<file path="config.mk">
export PLATFORM = sky130hd
export DESIGN_NAME = io_port
export DESIGN_NICKNAME = d
export VERILOG_FILES = /design/src/rtl/io_port.sv
export SDC_FILE = /design/constraint.sdc
export NUM_CORES = 1
export LEC_CHECK = 0
export BUFFER_PORTS_ARGS = -buffer_cell sky130_fd_sc_hd__buf_2
export CORE_MARGIN = 1
export CORE_UTILIZATION = 30
export CTS_CLUSTER_SIZE = 20
export DETAILED_ROUTE_END_ITERATION = 16
export PLACE_DENSITY = 0.59
export SLEW_MARGIN = 15
export SYNTH_ARGS = -nofsm -noshare
export SYNTH_HDL_FRONTEND = slang
export SYNTH_SLANG_ARGS = --single-unit
</file>
<file path="constraint.sdc">
create_clock -name clock -period 1.9 [get_ports clock]
set_input_delay 0 -clock clock [delete_from_list [all_inputs] [get_ports clock]]
set_output_delay 0 -clock clock [all_outputs]
set_load 0.01 [all_outputs]
</file>
<file path="src/rtl/io_port.sv">
// ---------------------------------------------------------------------------
// io_port
//
// Memory-mapped I/O peripheral sitting between the CPU core and the board
// switches/LEDs. Raw switch inputs pass through a two-flop synchroniser and a
// whole-vector debouncer. An accepted change raises a sticky change flag,
// which can also raise an interrupt. The CPU writes and reads back an LED
// register that drives the LED pins directly.
//
// Ports
//   clock     in   1      system clock, all logic on the rising edge
//   reset     in   1      synchronous, active-low reset
//   switches  in   WIDTH  raw asynchronous switch inputs
//   LEDs      out  WIDTH  LED drive, equal to the LED register
//   addr      in   2      register select: 0 SWITCH, 1 LED, 2 STATUS, 3 CONTROL
//   wr_en     in   1      one-cycle write strobe
//   wr_data   in   8      write data
//   rd_en     in   1      one-cycle read strobe
//   rd_data   out  8      registered read data, held between reads
//   rd_valid  out  1      one-cycle pulse, rd_data valid
//   irq       out  1      change_flag AND irq_en
//
// Register map (unused upper bits read 0)
//   0 SWITCH   R : debounced switch value; a read clears change_flag
//   1 LED      RW: LED register
//   2 STATUS   R : {irq_en, change_flag}
//   3 CONTROL  W : bit1 irq_en, bit0 = 1 clears change_flag; reads 0
// ---------------------------------------------------------------------------
module io_port #(
    parameter int WIDTH           = 4,
    parameter int DEBOUNCE_CYCLES = 4
) (
    input  logic             clock,
    input  logic             reset,
    input  logic [WIDTH-1:0] switches,
    output logic [WIDTH-1:0] LEDs,
    input  logic [1:0]       addr,
    input  logic             wr_en,
    input  logic [7:0]       wr_data,
    input  logic             rd_en,
    output logic [7:0]       rd_data,
    output logic             rd_valid,
    output logic             irq
);

    typedef enum logic [1:0] {
        ADDR_SWITCH  = 2'd0,
        ADDR_LED     = 2'd1,
        ADDR_STATUS  = 2'd2,
        ADDR_CONTROL = 2'd3
    } reg_addr_t;

    localparam int             CW      = $clog2(DEBOUNCE_CYCLES) + 1;
    localparam logic [CW-1:0]  CNT_MAX = CW'(DEBOUNCE_CYCLES - 1);

    logic [WIDTH-1:0] s1;
    logic [WIDTH-1:0] s2;
    logic [WIDTH-1:0] stable;
    logic [CW-1:0]    count;
    logic [WIDTH-1:0] led_reg;
    logic             change_flag;
    logic             irq_en;

    logic             accept;
    logic             flag_clear;
    logic [7:0]       rd_mux;
    reg_addr_t        sel;

    // Only the low bits of wr_data reach a register for small WIDTH; this
    // keeps the rest of the bus consumed.
    logic             unused_wr_data;
    assign unused_wr_data = ^wr_data;

    assign sel = reg_addr_t'(addr);

    // NOTE: every signal assigned in always_comb gets a default first, so no
    // path through the case statements can leave it unassigned (no latch).
    always_comb begin
        accept     = (s2 != stable) && (count == CNT_MAX);
        flag_clear = (rd_en && sel == ADDR_SWITCH) ||
                     (wr_en && sel == ADDR_CONTROL && wr_data[0]);

        // Read mux sees the pre-edge register values, so a read that
        // coincides with a write or an acceptance returns the old value.
        rd_mux = '0;
        case (sel)
            ADDR_SWITCH:  rd_mux[WIDTH-1:0] = stable;
            ADDR_LED:     rd_mux[WIDTH-1:0] = led_reg;
            ADDR_STATUS:  rd_mux[1:0]       = {irq_en, change_flag};
            default:      rd_mux            = '0;
        endcase
    end

    // NOTE: all state updates use non-blocking assignments so every register
    // samples the pre-edge values of the others, independent of statement order.
    always_ff @(posedge clock) begin
        if (!reset) begin
            s1          <= '0;
            s2          <= '0;
            stable      <= '0;
            count       <= '0;
            led_reg     <= '0;
            change_flag <= 1'b0;
            irq_en      <= 1'b0;
            rd_data     <= '0;
            rd_valid    <= 1'b0;
        end else begin
            s1 <= switches;
            s2 <= s1;

            // The count only advances while the synchronised vector differs
            // from the accepted one; any return to stable restarts it.
            if (s2 == stable) begin
                count <= '0;
            end else if (accept) begin
                stable <= s2;
                count  <= '0;
            end else begin
                count <= count + 1'b1;
            end

            // Set beats clear when an acceptance lands on a clearing access.
            if (accept) begin
                change_flag <= 1'b1;
            end else if (flag_clear) begin
                change_flag <= 1'b0;
            end

            if (wr_en) begin
                case (sel)
                    ADDR_LED:     led_reg <= wr_data[WIDTH-1:0];
                    ADDR_CONTROL: irq_en  <= wr_data[1];
                    default:      ;
                endcase
            end

            rd_valid <= rd_en;
            if (rd_en) begin
                rd_data <= rd_mux;
            end
        end
    end

    assign LEDs = led_reg;
    assign irq  = change_flag & irq_en;

endmodule

</file>
Word level (Yosys, flattened, before mapping):

Index checks and enable logic that the tools add are counted.
Widths: inputs -> output; s select.

* add/sub/neg operators: 1
* $mul: 0
* div/mod/pow operators: 0
* $lt $le $gt $ge: 0
* eq/ne operators: 6
* shift operators: 0
* multiplexer cells: 4
* bitwise logic cells: 3
* reduce and logical (&&, ||, !) cells: 11

Operator list (number)
* $pmux 2 s3: 1
* $reduce_and 2->1: 3
* $eq 2x2->1 const B: 2
* $eq 4x4->1: 1
* $logic_and 1x1->1: 4
* $ne 4x4->1: 1
* $pmux 2 s2: 1
* $add 3x1->3 const B: 1
* $eq 3x2->1 const B: 1
* $reduce_or 3->1: 1
* $eq 2x1->1 const B: 1
* $logic_not 2->1: 1
* $mux 1: 2
* $not 1->1: 2
* $reduce_bool 2->1: 1
* $and 1x1->1: 1
* $logic_or 1x1->1: 1

* register bits: 26
* latch bits: 0
* bits in writable memories: 0
* memory bits (read-only): 0
* input bits: 18
* output and inout bits: 14
* logic and storage cells: 34
* memories kept: 0

Longest topological paths before layout:

* depth after elaboration: 6
* depth in mapped cells: 5
* depth with buffers taken out: 4

Worst setup path after synthesis:

Ideal clock, no wire load.

* path type: reg-to-reg
* start: reg count[0]
* end: reg count[1]
* library setup time: 0.080 ns
* arrival: 1.107 ns
* required time: 1.820 ns
* slack: 0.714 ns
* cell stages (with the launch flop): 6
* path buffers: 1
* period minus slack after synthesis: 1.186 ns
* cell sequence: dfxtp_1 -> ha_1 -> ha_1 -> buf_2 -> nand2b_1 -> nor3b_1

* word-level cells in the longest chain between the ends: 3
* elaborated cells between the ends (all ways): 4
* classes of those cells: 1 x add/sub; 1 x eq/ne; 2 x reduce/logical

RTL lines
* start, declared: RTL line 59 `logic [CW-1:0] count;`
* start signal, assigned: RTL line 119 `count <= count + 1'b1;`
* $eq 3x2->1: RTL line 79 `accept = (s2 != stable) && (count == CNT_MAX);`
* $logic_and 1x1->1: RTL line 79
* $reduce_or 3->1 (no source line)

Several ways; a longest one is shown, not always the timed one.
A chain may end at the register's enable or synchronous reset.

Worst setup path in the final report:

Same ends and word-level chain as after synthesis.

==> metrics.yaml <==
worst_setup_path:
  crit_type: "reg2reg"
  worst_setup_path_start_kind: "flip-flop"
  crit_arrival_ns: 1.54
  timing.rr.start: "count[0]"
  reg2reg_to: "count[1]"
  worstPathRequired_ns: 2.16
  reg2reg_slack_ns: 0.62
  rr_worst_depth: 4
  crit_path_end_kind: "flip-flop"
  cp_max_fo: 6
clock_network:
  cts_tree: "built"
  cts_max_level: 1
  postCtsSetupBuffers: 0
  cts_root_buffer: "clkbuf_4"
  clock-sinks: 26
  path_clk_slew_ns: 0.14
  cts_resized: 0
  clock_path_buffers: 2
  clk-insertion-delay-late_ns: 0.32
  cts_made_buffers: 3
cells_and_area:
  multi_input_area_um2: 499.2
  regArea_um2: 520.5
  nNetsFinal: 150
  postLayoutCoreUtil_pct: 39.72
  syn2layout_area_growth_pct: 25.55
  final_area_um2: 1346
  layout_commonest_cell: "dfxtp_1"
  fillers: 341
  n_antenna_cell: 0
  drive_above_1_share_pct: 22.48
  instances_no_fill: 175
  final_cell_mix: "26 x dfxtp_1, 23 x buf_2, 13 x mux2i_1, 12 x and2_1"
timing:
  setup_viol_count_final: 0
  period_share_pct: 67.52
  setup_tns_ns: 0
  finClkSkew_ns: 0.002111
  finalHoldViolCount: 0
  maxSlewViolCount: 0
  rsz0062_at_grt: "no"
  post-route-min-period_ns: 1.283
  max_freq_ghz: 0.7795
min_path:
  holdPathEnd: "rd_data[1]"
  holdCritPathClass: "in2reg"
  min_path_cells: 2
  hold_start: "reset"
floorplan:
  io_pins: 32
  fp.dieW_um: 61.79
  die_area_um2: 3817
  coreArea_um2: 3390
  die_h_um: 61.79
  initial_core_util_pct: 31.64
  rows: 21
detailed_routing:
  vias: 737
  drt_iter0_drc: 12
  viasPerCell: 4.211
  ant_nets: 0
  wire_per_inst_um: 10.65
  first_pass_iters: 4
  route.detailed.drc: 0
  drt_wl_total_um: 1864
placed_design:
  dp.cells: 162
  portBuffers: 23
  dpl-instance-area_um2: 1204
  dp_hpwl_um: 1247
  gp_congestion: 0.7188
logic_synthesis:
  synth_edf_count: 0
  syn_inst: 99
  ys_ff_latch: 26
  synthFlopType: "dfxtp_1"
  avgSynthCellArea_um2: 10.83
  async_flop_share_pct: 0
  ys_types: 25
  ys_warn_count: 0
  synth_area_um2: 1072
  yosysSeqAreaShare_pct: 48.54
pwr:
  total_power_mw: 1.051
  p_leak_nw: 0.6256
  p_per_area_nw_per_um2: 780.9
  vdd_drop_max_v: 0.0003703
global_route:
  antenna_found_initial: 0
  grt_pass1_wl_um: 3160
  grt_max_degree: 26
  grt_pass1_vias: 693
  grt-ovfl-total: 0
  grt_usage_pct: 11.50
status:
  status: "completed"
job:
  drv_cap: 0
[cells in the mapped netlist, types with 3 or more instances]
library cell,instances,share of area (%)
and2_1,12,7.0
buf_2,3,1.4
buf_4,4,2.8
dfxtp_1,26,49
inv_1,3,1.1
mux2i_1,13,12
nor2b_1,9,5.3
xor2_1,4,3.3
[sequential cells by signal, indices dropped and copies added (netlist names)]
name,count
LEDs,4
s2,4
rd_valid,1
count,3
irq_en,1
change_flag,1
stable,4
s1,4
rd_data,4
[cell families (layout without fill, tap and decap cells)]
logic type	after synthesis	count (layout)	share of synthesized area [%]
AND/OR/NAND/NOR	33	33	21.70
flip-flops	26	26	48.54
multiplexers	13	13	12.13
buffers and inverters	12	39	5.951
AO/OA/AOI/OAI	8	8	5.717
XOR/XNOR	4	4	3.267
adder cells (fa/ha/maj)	2	2	2.333
other	1	4	0.3497
[how the worst max path moves through the flow]
stage / from / end / slack [ns] / cells past startpoint
5_1_grt: count[0] / count[1] / 0.50 / 4
3_3_place_gp: count[0] / count[1] / 0.68 / 4
2_1_floorplan: count[0] / count[1] / 0.71 / 5
6_report: count[0] / count[1] / 0.62 / 4
3_5_place_dp: count[0] / count[1] / 0.62 / 4
4_1_cts: count[0] / count[1] / 0.59 / 4
[area by class of cell]
cell class | count | area share, %
clock inverters | 1 | 2.230
multi-input cells | 64 | 37.08
clock buffers | 3 | 1.673
well taps | 46 | 4.275
repair buffers | 32 | 15.24
inverters | 3 | 0.8364
flip-flops and latches | 26 | 38.66
[per-stage QoR]
step                setup WS (ns)  hold WS [ns]
floorplan                  0.7135        0.1217
global placement           0.6785        0.2072
CTS                        0.5904       0.09015
finish                     0.6170        0.1026
detailed placement         0.6214        0.2087
global route               0.4988        0.1066
[worst max-delay path: stages, from the launching register on]
cell and delay [ns]:
dfxtp_1 0.34, ha_1 0.19, ha_1 0.29, nand2b_1 0.22, nor3b_1 0.18
[timing repair]
item / in CTS / in global routing
hold endpoints to repair: 10 / 0
hold buffers: 9 / 0
endpoints found under the setup margin: 0 / 0
[power by group]
| part | internal (mW) | leakage, nW | switching (mW) | total [mW] |
|---|---|---|---|---|
| Combinational | 0.0531 | 0.385 | 0.0467 | 0.0997 |
| Sequential | 0.563 | 0.212 | 0.00822 | 0.572 |
| Clock | 0.213 | 0.0279 | 0.166 | 0.380 |
[metal layers]
layer  wire length, µm  part of all wire [%]  track usage, %  vias up
met1               882                    47           15.14      333
met2               911                    49           18.28       15
met3                70                   3.8           3.727        0
li1                  -                     -               -      389
met4                 0                     0           2.857        0
met5                 0                     0               0        -
No activity file was read; power rests on OpenSTA's default activity.
